### src/rtl/des_pkg.sv
// des_pkg: shared constants, tables and helper functions for the DES round engine.
// Contents: round count, FSM state enum, IP/FP/E/P index tables (1-based, DES
// bit order: DES bit 1 is the MSB of the vector), S-box tables S1..S8, and the
// permutation/expansion/substitution functions used by the datapath.
package des_pkg;

    localparam int unsigned NUM_ROUNDS = 16;

    typedef enum logic [1:0] {
        ST_IDLE  = 2'd0,
        ST_ROUND = 2'd1,
        ST_OUT   = 2'd2
    } state_e;

    localparam logic [6:0] IP_T [64] = '{
        7'd58, 7'd50, 7'd42, 7'd34, 7'd26, 7'd18, 7'd10, 7'd2,
        7'd60, 7'd52, 7'd44, 7'd36, 7'd28, 7'd20, 7'd12, 7'd4,
        7'd62, 7'd54, 7'd46, 7'd38, 7'd30, 7'd22, 7'd14, 7'd6,
        7'd64, 7'd56, 7'd48, 7'd40, 7'd32, 7'd24, 7'd16, 7'd8,
        7'd57, 7'd49, 7'd41, 7'd33, 7'd25, 7'd17, 7'd9,  7'd1,
        7'd59, 7'd51, 7'd43, 7'd35, 7'd27, 7'd19, 7'd11, 7'd3,
        7'd61, 7'd53, 7'd45, 7'd37, 7'd29, 7'd21, 7'd13, 7'd5,
        7'd63, 7'd55, 7'd47, 7'd39, 7'd31, 7'd23, 7'd15, 7'd7
    };

    localparam logic [6:0] FP_T [64] = '{
        7'd40, 7'd8, 7'd48, 7'd16, 7'd56, 7'd24, 7'd64, 7'd32,
        7'd39, 7'd7, 7'd47, 7'd15, 7'd55, 7'd23, 7'd63, 7'd31,
        7'd38, 7'd6, 7'd46, 7'd14, 7'd54, 7'd22, 7'd62, 7'd30,
        7'd37, 7'd5, 7'd45, 7'd13, 7'd53, 7'd21, 7'd61, 7'd29,
        7'd36, 7'd4, 7'd44, 7'd12, 7'd52, 7'd20, 7'd60, 7'd28,
        7'd35, 7'd3, 7'd43, 7'd11, 7'd51, 7'd19, 7'd59, 7'd27,
        7'd34, 7'd2, 7'd42, 7'd10, 7'd50, 7'd18, 7'd58, 7'd26,
        7'd33, 7'd1, 7'd41, 7'd9,  7'd49, 7'd17, 7'd57, 7'd25
    };

    localparam logic [5:0] E_T [48] = '{
        6'd32, 6'd1,  6'd2,  6'd3,  6'd4,  6'd5,
        6'd4,  6'd5,  6'd6,  6'd7,  6'd8,  6'd9,
        6'd8,  6'd9,  6'd10, 6'd11, 6'd12, 6'd13,
        6'd12, 6'd13, 6'd14, 6'd15, 6'd16, 6'd17,
        6'd16, 6'd17, 6'd18, 6'd19, 6'd20, 6'd21,
        6'd20, 6'd21, 6'd22, 6'd23, 6'd24, 6'd25,
        6'd24, 6'd25, 6'd26, 6'd27, 6'd28, 6'd29,
        6'd28, 6'd29, 6'd30, 6'd31, 6'd32, 6'd1
    };

    localparam logic [5:0] P_T [32] = '{
        6'd16, 6'd7,  6'd20, 6'd21, 6'd29, 6'd12, 6'd28, 6'd17,
        6'd1,  6'd15, 6'd23, 6'd26, 6'd5,  6'd18, 6'd31, 6'd10,
        6'd2,  6'd8,  6'd24, 6'd14, 6'd32, 6'd27, 6'd3,  6'd9,
        6'd19, 6'd13, 6'd30, 6'd6,  6'd22, 6'd11, 6'd4,  6'd25
    };

    // S-box entry n = row*16 + col; entry 0 is the leftmost nibble.
    localparam logic [0:63][3:0] S1 = 256'hE4D12FB83A6C5907_0F74E2D1A6CB9538_41E8D62BFC973A50_FC8249175B3EA06D;
    localparam logic [0:63][3:0] S2 = 256'hF18E6B34972DC05A_3D47F28EC01A69B5_0E7BA4D158C6932F_D8A13F42B67C05E9;
    localparam logic [0:63][3:0] S3 = 256'hA09E63F51DC7B428_D70934A6285ECBF1_D6498F30B12C5AE7_1AD069874FE3B52C;
    localparam logic [0:63][3:0] S4 = 256'h7DE3069A1285BC4F_D8B56F03472C1AE9_A690CB7DF13E5284_3F06A1D8945BC72E;
    localparam logic [0:63][3:0] S5 = 256'h2C417AB6853FD0E9_EB2C47D150FA3986_421BAD78F9C5630E_B8C71E2D6F09A453;
    localparam logic [0:63][3:0] S6 = 256'hC1AF92680D34E75B_AF427C9561DE0B38_9EF528C3704A1DB6_432C95FABE17608D;
    localparam logic [0:63][3:0] S7 = 256'h4B2EF08D3C975A61_D0B7491AE35C2F86_14BDC37EAF680592_6BD814A7950FE23C;
    localparam logic [0:63][3:0] S8 = 256'hD2846FB1A93E50C7_1FD8A374C56B0E92_7B419CE206ADF358_21E74A8DFC90356B;

    // Output DES bit i takes input DES bit T[i]; DES bit k of an N-bit vector is vec[N-k].
    function automatic logic [63:0] ip(input logic [63:0] x);
        logic [63:0] y;
        y = 64'd0;
        for (int i = 0; i < 64; i++) begin
            y[6'(63 - i)] = x[6'(7'd64 - IP_T[i])];
        end
        return y;
    endfunction

    function automatic logic [63:0] fp(input logic [63:0] x);
        logic [63:0] y;
        y = 64'd0;
        for (int i = 0; i < 64; i++) begin
            y[6'(63 - i)] = x[6'(7'd64 - FP_T[i])];
        end
        return y;
    endfunction

    function automatic logic [47:0] expand(input logic [31:0] r);
        logic [47:0] e;
        e = 48'd0;
        for (int i = 0; i < 48; i++) begin
            e[6'(47 - i)] = r[5'(6'd32 - E_T[i])];
        end
        return e;
    endfunction

    function automatic logic [31:0] pperm(input logic [31:0] s);
        logic [31:0] p;
        p = 32'd0;
        for (int i = 0; i < 32; i++) begin
            p[5'(31 - i)] = s[5'(6'd32 - P_T[i])];
        end
        return p;
    endfunction

    function automatic logic [3:0] sbox_lookup(input logic [2:0] box, input logic [5:0] idx);
        logic [3:0] v;
        case (box)
            3'd0:    v = S1[idx];
            3'd1:    v = S2[idx];
            3'd2:    v = S3[idx];
            3'd3:    v = S4[idx];
            3'd4:    v = S5[idx];
            3'd5:    v = S6[idx];
            3'd6:    v = S7[idx];
            3'd7:    v = S8[idx];
            default: v = 4'd0;
        endcase
        return v;
    endfunction

    // Each 6-bit group: outer bits (1st, 6th) pick the row, inner four the column.
    function automatic logic [31:0] sbox(input logic [47:0] x);
        logic [31:0] y;
        logic [5:0]  six;
        logic [5:0]  idx;
        y = 32'd0;
        for (int b = 0; b < 8; b++) begin
            six = 6'(x >> (42 - 6 * b));
            idx = {six[5], six[0], six[4:1]};
            y   = y | (32'(sbox_lookup(3'(b), idx)) << (28 - 4 * b));
        end
        return y;
    endfunction

endpackage

### src/rtl/des_feistel_f.sv
// des_feistel_f: combinational DES round function f(R, K) = P(S(E(R) ^ K)).
// Ports:
//   r_i [31:0]  right half, DES bit order (r_i[31] = bit 1)
//   k_i [47:0]  round subkey, DES bit order (k_i[47] = bit 1)
//   f_o [31:0]  round function output
module des_feistel_f
    import des_pkg::*;
(
    input  logic [31:0] r_i,
    input  logic [47:0] k_i,
    output logic [31:0] f_o
);

    assign f_o = pperm(sbox(expand(r_i) ^ k_i));

endmodule

### src/rtl/des_round_engine.sv
// des_round_engine: iterative DES encrypt/decrypt, one Feistel round per clock.
// Applies IP on load and FP on output, so data_out_o is a complete DES result.
// Ports:
//   clk_i                     clock, rising edge
//   rst_n_i                   synchronous active-low reset
//   start_i                   process data_in_i; honoured only when idle
//   decrypt_i                 0 = encrypt (K1..K16), 1 = decrypt (K16..K1)
//   data_in_i [63:0]          input block, data_in_i[63] = DES bit 1
//   sub_key1_i..sub_key16_i   round subkeys, stable while busy_o = 1
//   data_out_o [63:0]         registered result, held until the next completion
//   done_o                    one-cycle pulse, data_out_o valid from this cycle
//   busy_o                    high from the cycle after accept through the done cycle
module des_round_engine
    import des_pkg::*;
(
    input  logic        clk_i,
    input  logic        rst_n_i,
    input  logic        start_i,
    input  logic        decrypt_i,
    input  logic [63:0] data_in_i,
    input  logic [47:0] sub_key1_i,
    input  logic [47:0] sub_key2_i,
    input  logic [47:0] sub_key3_i,
    input  logic [47:0] sub_key4_i,
    input  logic [47:0] sub_key5_i,
    input  logic [47:0] sub_key6_i,
    input  logic [47:0] sub_key7_i,
    input  logic [47:0] sub_key8_i,
    input  logic [47:0] sub_key9_i,
    input  logic [47:0] sub_key10_i,
    input  logic [47:0] sub_key11_i,
    input  logic [47:0] sub_key12_i,
    input  logic [47:0] sub_key13_i,
    input  logic [47:0] sub_key14_i,
    input  logic [47:0] sub_key15_i,
    input  logic [47:0] sub_key16_i,
    output logic [63:0] data_out_o,
    output logic        done_o,
    output logic        busy_o
);

    state_e      state_q, state_d;
    logic [3:0]  cnt_q, cnt_d;
    logic [31:0] l_q, l_d;
    logic [31:0] r_q, r_d;
    logic        dir_q, dir_d;
    logic [63:0] data_out_q, data_out_d;
    logic        done_q, done_d;
    logic        busy_q, busy_d;

    logic [47:0] sub_keys_s [NUM_ROUNDS];
    logic [3:0]  key_sel_s;
    logic [47:0] round_key_s;
    logic [31:0] f_s;

    assign sub_keys_s[0]  = sub_key1_i;
    assign sub_keys_s[1]  = sub_key2_i;
    assign sub_keys_s[2]  = sub_key3_i;
    assign sub_keys_s[3]  = sub_key4_i;
    assign sub_keys_s[4]  = sub_key5_i;
    assign sub_keys_s[5]  = sub_key6_i;
    assign sub_keys_s[6]  = sub_key7_i;
    assign sub_keys_s[7]  = sub_key8_i;
    assign sub_keys_s[8]  = sub_key9_i;
    assign sub_keys_s[9]  = sub_key10_i;
    assign sub_keys_s[10] = sub_key11_i;
    assign sub_keys_s[11] = sub_key12_i;
    assign sub_keys_s[12] = sub_key13_i;
    assign sub_keys_s[13] = sub_key14_i;
    assign sub_keys_s[14] = sub_key15_i;
    assign sub_keys_s[15] = sub_key16_i;

    // Subkey select: decryption walks the schedule backwards.
    always_comb begin
        if (dir_q) begin
            key_sel_s = 4'd15 - cnt_q;
        end else begin
            key_sel_s = cnt_q;
        end
        round_key_s = sub_keys_s[key_sel_s];
    end

    des_feistel_f u_feistel (
        .r_i (r_q),
        .k_i (round_key_s),
        .f_o (f_s)
    );

    // Next-state and datapath control.
    always_comb begin
        state_d    = state_q;
        cnt_d      = cnt_q;
        l_d        = l_q;
        r_d        = r_q;
        dir_d      = dir_q;
        data_out_d = data_out_q;
        done_d     = 1'b0;
        busy_d     = busy_q;
        case (state_q)
            ST_IDLE: begin
                // busy stays high across the done cycle when a new block is accepted.
                busy_d = start_i;
                if (start_i) begin
                    {l_d, r_d} = ip(data_in_i);
                    dir_d      = decrypt_i;
                    cnt_d      = 4'd0;
                    state_d    = ST_ROUND;
                end else begin
                    state_d    = ST_IDLE;
                end
            end
            ST_ROUND: begin
                l_d    = r_q;
                r_d    = l_q ^ f_s;
                cnt_d  = cnt_q + 4'd1;
                busy_d = 1'b1;
                if (cnt_q == 4'd15) begin
                    state_d = ST_OUT;
                end else begin
                    state_d = ST_ROUND;
                end
            end
            ST_OUT: begin
                // {R, L} undoes the swap performed by the last round.
                data_out_d = fp({r_q, l_q});
                done_d     = 1'b1;
                busy_d     = 1'b1;
                state_d    = ST_IDLE;
            end
            default: begin
                busy_d  = 1'b0;
                state_d = ST_IDLE;
            end
        endcase
    end

    // State and datapath registers with synchronous active-low reset.
    always_ff @(posedge clk_i) begin
        if (!rst_n_i) begin
            state_q    <= ST_IDLE;
            cnt_q      <= 4'd0;
            l_q        <= 32'd0;
            r_q        <= 32'd0;
            dir_q      <= 1'b0;
            data_out_q <= 64'd0;
            done_q     <= 1'b0;
            busy_q     <= 1'b0;
        end else begin
            state_q    <= state_d;
            cnt_q      <= cnt_d;
            l_q        <= l_d;
            r_q        <= r_d;
            dir_q      <= dir_d;
            data_out_q <= data_out_d;
            done_q     <= done_d;
            busy_q     <= busy_d;
        end
    end

    assign data_out_o = data_out_q;
    assign done_o     = done_q;
    assign busy_o     = busy_q;

endmodule

### config.mk
export PLATFORM = sky130hd
export DESIGN_NAME = des_round_engine
export DESIGN_NICKNAME = d
export VERILOG_FILES = /design/src/rtl/des_pkg.sv /design/src/rtl/des_feistel_f.sv /design/src/rtl/des_round_engine.sv
export SDC_FILE = /design/constraint.sdc
export NUM_CORES = 1
export LEC_CHECK = 0
export CORE_AREA = 2 2 353 355
export DETAILED_ROUTE_END_ITERATION = 6
export DIE_AREA = 0 0 355 357
export SLEW_MARGIN = 10
export SYNTH_ARGS = -nofsm -noshare
export SYNTH_HDL_FRONTEND = slang
export SYNTH_SLANG_ARGS = --single-unit
### constraint.sdc
create_clock -name clk_i -period 5.25 [get_ports clk_i]
set_clock_uncertainty 0.15 [all_clocks]
set_input_delay 1.05 -clock clk_i [delete_from_list [all_inputs] [get_ports clk_i]]
set_output_delay 1.05 -clock clk_i [all_outputs]
set_load 0.01 [all_outputs]
## Word level (Yosys, flattened, before mapping)

Memory sizes are Yosys's and may differ from the RTL's.
Cells that the tools add are included.

| operators by class | value |
|---|---|
| $lt $le $gt $ge | 9 |
| add/subtract/negate cells | 2 |
| muxes and demuxes | 31 |
| reduce and logical (&&, ||, !) cells | 5 |
| bitwise operators | 18 |
| eq/ne operators | 4 |

Operators by type and width:

| kind | number |
|---|---|
| 48-bit binary-select mux with 4-bit select | 1 |
| 32-bit one-hot mux with 2 select lines | 2 |
| 48-bit two-way mux | 2 |
| 32-bit two-way mux | 2 |
| 4-bit two-way mux | 16 |
| 7-bit >= comparator (second input constant) | 8 |
| 6-bit NOT with 7-bit output | 8 |
| 32-bit by 48-bit XOR with 48-bit output | 1 |
| 32-bit by 16-bit XOR with 32-bit output | 1 |
| 31-bit by 12-bit bitwise OR with 31-bit output | 1 |
| 31-bit by 16-bit bitwise OR with 31-bit output | 1 |
| 31-bit by 20-bit bitwise OR with 31-bit output | 1 |
| 31-bit by 24-bit bitwise OR with 31-bit output | 1 |
| 31-bit by 28-bit bitwise OR with 31-bit output | 1 |
| 31-bit by 4-bit bitwise OR with 31-bit output | 1 |
| 31-bit by 8-bit bitwise OR with 31-bit output | 1 |
| 4-bit one-hot mux with 2 select lines | 1 |
| 3-bit two-way mux | 2 |
| 5-bit >= comparator (second input constant) | 1 |
| 4-bit NOT with 5-bit output | 1 |
| 4-bit by 1-bit adder with 4-bit output (second input constant) | 1 |
| 4-bit equality test (second input constant) | 1 |
| 2-bit one-hot mux with 2 select lines | 1 |
| 2-bit AND reduction | 2 |
| 10 further kinds | 11 |

| storage, ports and cells | value |
|---|---|
| memories | 8 |
| ROM bits | 2048 |
| register bits | 105 |

Memories:

| memory | words | width | rd ports | clocked after memory_dff | write ports | line | text |
|---|---|---|---|---|---|---|---|
| (name not given) | 64 | 4 | 1 | 0 | 0 | des_pkg.sv:109 | `3'd4: v = S5[idx];` |
| (name not given) | 64 | 4 | 1 | 0 | 0 | des_pkg.sv:110 | `3'd5: v = S6[idx];` |
| (name not given) | 64 | 4 | 1 | 0 | 0 | des_pkg.sv:111 | `3'd6: v = S7[idx];` |
| (name not given) | 64 | 4 | 1 | 0 | 0 | des_pkg.sv:112 | `3'd7: v = S8[idx];` |
| (name not given) | 64 | 4 | 1 | 0 | 0 | des_pkg.sv:105 | `3'd0: v = S1[idx];` |
| (name not given) | 64 | 4 | 1 | 0 | 0 | des_pkg.sv:107 | `3'd2: v = S3[idx];` |
| +2 memories | -- | -- | -- | -- | -- | -- |  |

## Longest topological paths before layout

| depth | value |
|---|---|
| depth in word-level cells | 20 |
| depth in mapped cells | 23 |

## By module

From an unflattened synthesis, not the netlist that was laid out.

| second synthesis, totals | value |
|---|---|
| cells, all modules | 2654 |
| area total of the unflattened synthesis | 21588.2 µm² |

By module, submodules not included:

| module | cells each | instances | area an instance (µm²) |
|---|---|---|---|
| des_round_engine | 2243 | 1 | 18411.4 |
| des_feistel_f | 411 | 1 | 3176.8 |

## Worst setup path before layout

OpenSTA, ideal clock, no wires.

| timing | value |
|---|---|
| kind | flip-flop to flip-flop |
| start | reg cnt_q[0] |
| end | reg r_q[9] |
| stages on the path, launching flop included | 20 |
| data arrival time | 4053 ps |
| data required time | 4968 ps |
| setup time | 132 ps |
| path buffers | 7 |
| setup slack | 915 ps |
| cell sequence | dfxtp_1 > buf_6 > buf_12 > buf_12 > buf_8 > buf_6 > buf_8 > mux2i_1 > o21ai_0 > a21oi_1 > o31ai_1 > inv_1 > ha_1 > clkbuf_1 > mux2i_1 > or2_2 > a211o_1 > and4_1 > o21ai_0 > a21oi_1 |

| between the ends | value |
|---|---|
| word-level cells in the longest chain between the ends | 20 |

Ends and longest elaborated chain:

| item | line | text |
|---|---|---|
| start, declared | des_round_engine.sv:43 | `logic [3:0] cnt_q, cnt_d;` |
| start signal, assigned | des_round_engine.sv:150 | `cnt_q <= cnt_d;` |
| 4-bit subtractor | des_round_engine.sv:76 | `key_sel_s = 4'd15 - cnt_q;` |
| 4-bit two-way mux (*) | des_round_engine.sv:75 | `if (dir_q) begin` |
| 4-bit NOT with 5-bit output (not written as such) (*) | des_round_engine.sv:80 | `round_key_s = sub_keys_s[key_sel_s];` |
| 48-bit binary-select mux with 4-bit select (*) | des_round_engine.sv:80 |  |
| 48-bit two-way mux (not written as such) (*) (2 in a row) | des_round_engine.sv:80 |  |
| 32-bit by 48-bit XOR with 48-bit output (*) | des_feistel_f.sv:14 | `assign f_o = pperm(sbox(expand(r_i) ^ k_i));` |
| 6-bit NOT with 7-bit output (not written as such) (*) | des_pkg.sv:105 |  |
| memory read 64 x 4 bit (*) | -- |  |
| [3 not listed] | -- |  |
| 31-bit by 24-bit bitwise OR with 31-bit output (*) | des_pkg.sv:127 | `y = y \| (32'(sbox_lookup(3'(b), idx)) << (28 - 4 * b));` |
| 31-bit by 20-bit bitwise OR with 31-bit output (*) | des_pkg.sv:127 |  |
| 31-bit by 16-bit bitwise OR with 31-bit output (*) | des_pkg.sv:127 |  |
| 31-bit by 12-bit bitwise OR with 31-bit output (*) | des_pkg.sv:127 |  |
| 31-bit by 8-bit bitwise OR with 31-bit output (*) | des_pkg.sv:127 |  |
| 31-bit by 4-bit bitwise OR with 31-bit output (*) | des_pkg.sv:127 |  |
| 32-bit by 16-bit XOR with 32-bit output (*) | des_round_engine.sv:114 | `r_d = l_q ^ f_s;` |
| 32-bit one-hot mux with 2 select lines (*) | des_round_engine.sv:99 | `case (state_q)` |
| end signal, assigned | des_round_engine.sv:152 | `r_q <= r_d;` |
| end, declared | des_round_engine.sv:45 | `logic [31:0] r_q, r_d;` |

Mark *: on every way between the ends. The rest lies on a longest branch, timed or not. The select of a mux whose other input is x is not followed.
A chain may end at the register's enable or synchronous reset.

## Worst setup path in the final report

| timing | value |
|---|---|
| start | reg dir_q |
| end | reg r_q[2] |

| between the ends | value |
|---|---|
| word-level cells in the longest chain between the ends | 18 |

Ends and longest elaborated chain:

| item | line | text |
|---|---|---|
| start, declared | des_round_engine.sv:46 | `logic dir_q, dir_d;` |
| start signal, assigned | des_round_engine.sv:153 | `dir_q <= dir_d;` |
| 4-bit two-way mux | des_round_engine.sv:75 |  |
| 4-bit NOT with 5-bit output (not written as such) | des_round_engine.sv:80 |  |
| 48-bit binary-select mux with 4-bit select | des_round_engine.sv:80 |  |
| 48-bit two-way mux (not written as such) (2 in a row) | des_round_engine.sv:80 |  |
| 32-bit by 48-bit XOR with 48-bit output | des_feistel_f.sv:14 |  |
| 6-bit NOT with 7-bit output (not written as such) | des_pkg.sv:107 |  |
| memory read 64 x 4 bit | -- |  |
| 4-bit two-way mux (not written as such) (2 in a row) | des_pkg.sv:107 |  |
| 31-bit by 24-bit bitwise OR with 31-bit output | des_pkg.sv:127 |  |
| 31-bit by 20-bit bitwise OR with 31-bit output | des_pkg.sv:127 |  |
| 31-bit by 16-bit bitwise OR with 31-bit output | des_pkg.sv:127 |  |
| 31-bit by 12-bit bitwise OR with 31-bit output | des_pkg.sv:127 |  |
| 31-bit by 8-bit bitwise OR with 31-bit output | des_pkg.sv:127 |  |
| 31-bit by 4-bit bitwise OR with 31-bit output | des_pkg.sv:127 |  |
| 32-bit by 16-bit XOR with 32-bit output | des_round_engine.sv:114 |  |
| 32-bit one-hot mux with 2 select lines | des_round_engine.sv:99 |  |

No other way between the ends. The select of a mux whose other input is x is not followed.

==> results.md <==
* Outcome: finished clean
* CTS H-tree depth at 3
* VDD IR-drop max at 0.0001231 V
* Top cells by area, synth: mux2i_1, mux4_2, dfxtp_1
* Period utilization at 94.72%
* Worst-path clk slew at 0.08 ns
* Most common cell in the netlist: mux2i_1
* Pwr Density at 163.9 mW/mm^2
* Area leader, netlist: mux2i_1
* Distinct cells, synth at 102
* Post-synth top cells: mux2i_1, a21oi_1, nand2_1
* Synth warn at 0
* Total power at 0.004955 W
* Crit path required time at 5.38 ns
* I/O pins at 902
* Post-Syn Area at 0.01972 mm^2
* Final slew viol count at 0
* Asr flop ratio synth at 0%
* Placed Instance Area at 0.02987 mm^2
* Hold WC Path Type: reg2reg
* CTS buffer count at 9
* Critical Path End Type: flip-flop
* Max_cap viols at 0
* Slew headroom at 17.01%
* Die height at 357 um
* Vias per cell at 4.832
* Remaining antenna violation count after routing at 0
* Clk_lat worst skew at 0.35 ns
* Final Hold Fails at 0
* CP arrival at 5.10 ns
* Hold-fix buffers, CTS at 0
* First-pass GRT wire length at 178.7 mm
* Setup TNS at 0 ns
* Post-cts repair resize count at 0
* CTS Sinks at 97
* Synth Instances at 2277
* Vias in the first global route at 21750
* Die area at 0.1267 mm^2
* Initial core utilization at 16.03%
* Startpoint types: flip-flop
* # DRC at 0
* CTS max path bufs at 2
* Post-DR wirelength/cell at 28.74 um
* Layout area overhead at 53.30%
* Fmax at 201.1 MHz
* Largest net degree at the start of global routing at 80
* Gr usage total at 20.20%
* Post-DP HPWL at 115.0 mm
* Avg Inst Size Synth at 8.658 um^2
* Final Net Count at 3933
* Starting DRT DRC Count at 1785
* Fraction of layout cells with a size suffix above 1 at 11.62%
* P_leak at 9.926 nW
* Post-layout instance area at 0.03022 mm^2
* Final WL at 135.4 mm
* Dominant synthesized flop cell: dfxtp_1
* DR pass1 iterations at 7
* Port bufs at 833
* Global route total overflow at 0
* Die X at 355 um
* Yosys reg bits at 97
* Vias at 22770
* Core ar. at 0.1230 mm^2
* Clk Tree Root Cell: clkbuf_16
* GP Congestion at 0.8901
* Rows at 129
* Measured slew at the worst slew-check pin at 1.235 ns
* RSZ-0062 raised after global routing: false
* Setup bufs post-CTS at 0
* Post-synth EDFFs at 0
* Post-synth top area share at 25.99%
* Initial antenna violation count at 75
* Endpoints failing setup at 0
* Crit-path max FO at 20
* Final min period at 4.973 ns
* CP Class: reg2reg
* CTS tree: built
* Register area share after synthesis at 9.850%
* Worst hold margin at 0.3026 ns
-- metrics by stage --
stage                     utilization [%]  setup WS, ns  cells
after floorplan                         -        0.9148   2308
after global placement              24.29        0.2301   4676
after detailed placement            24.29        0.1757   4676
after CTS                           24.53        0.2636   4692
after global routing                24.54       0.03077   4694
final                               24.57        0.2773   4713
-- area by class of cell --
| type | count | area [um^2] |
|---|---|---|
| Sequential cell | 97 | 1957 |
| Antenna cell | 21 | 52.55 |
| Timing Repair Buffer | 989 | 9722 |
| Multi-Input combinational cell | 1909 | 15980 |
| Tap cell | 1637 | 2048 |
| Clock buffer | 10 | 229.0 |
| Clock inverter | 6 | 68.82 |
| Fill cell | 13400 | 92770 |
| Inverter | 44 | 168.9 |
-- path summary, 6_finish.rpt --
check / startpoint / end / slack [ns] / cells past startpoint
setup reg to reg: dir_q / r_q[2] / 0.28 / 17
hold / removal: l_q[16] / l_q[16] / 0.30 / 2
hold reg to reg: l_q[16] / l_q[16] / 0.30 / 2
setup / recovery: dir_q / r_q[2] / 0.28 / 17
-- cell usage in the layout (no fill, tap or decap), drive strengths merged, types with 19 or more instances in the layout --
cell / netlist / routed
dfxtp: 97 / 97
clkdlybuf4s50: 0 / 833
o211ai: 30 / 30
ha: 47 / 47
a22oi: 98 / 98
o22ai: 29 / 29
mux2: 30 / 30
nand2: 128 / 128
a31oi: 19 / 19
inv: 44 / 43
nor3: 26 / 26
mux4: 104 / 104
diode: 0 / 21
nand2b: 20 / 20
conb: 1 / 32
xnor2: 31 / 31
buf: 194 / 156
o21ai: 110 / 110
nand3: 75 / 75
mux2i: 513 / 513
nor2: 115 / 115
a21oi: 162 / 162
a211oi: 90 / 90
xor2: 21 / 21
o21a: 20 / 20
-- logic make-up after synthesis --
logic type | after synthesis | share of synthesized area, %
AOI/OAI and AO/OA | 655 | 22.21
xor gates and xnor gates | 52 | 2.596
adders and majority gates | 47 | 2.983
buffers and inverters | 302 | 10.35
DFF | 97 | 9.850
muxes | 647 | 39.95
other | 1 | 0.01902
and+or+nand+nor | 476 | 12.04
-- sequential cells by signal (all words and copies together), names as in the netlist --
register and cells:
state_q 2, data_out_o 32, done_o 1, dir_q 1
r_q 28, cnt_q 4, busy_o 1, l_q 28
-- worst max-delay path, stage by stage, from the launching register on --
cell	delay (ns)
dfxtp_4	0.75
and2_2	0.62
buf_4	0.37
a22oi_1	0.10
o21ai_0	0.23
a21boi_0	0.17
a2111o_1	0.52
inv_1	0.22
ha_1	0.27
inv_1	0.18
mux2i_1	0.10
mux2i_1	0.18
o22ai_1	0.10
a311oi_1	0.25
buf_4	0.19
xor2_1	0.16
mux2i_1	0.10
a21oi_1	0.17
-- routing by layer --
metal  track usage [%]  vias to the layer above  share of wire, %
met3             4.526                      202               7.3
met4             3.475                       46               2.3
met5                 0                        -              0.21
met2             36.57                     1072                49
met1             24.53                    11090                41
li1                  -                    10360                 -
-- report_power, final --
| group | switching, W | leakage, nW | internal (W) |
|---|---|---|---|
| Sequential | 0.0000902 | 0.792 | 0.000771 |
| Clock | 0.000304 | 0.143 | 0.000372 |
| Combinational | 0.00172 | 8.99 | 0.00170 |
| Total | 0.00211 | 9.93 | 0.00284 |
No activity file was read; power rests on OpenSTA's default activity.
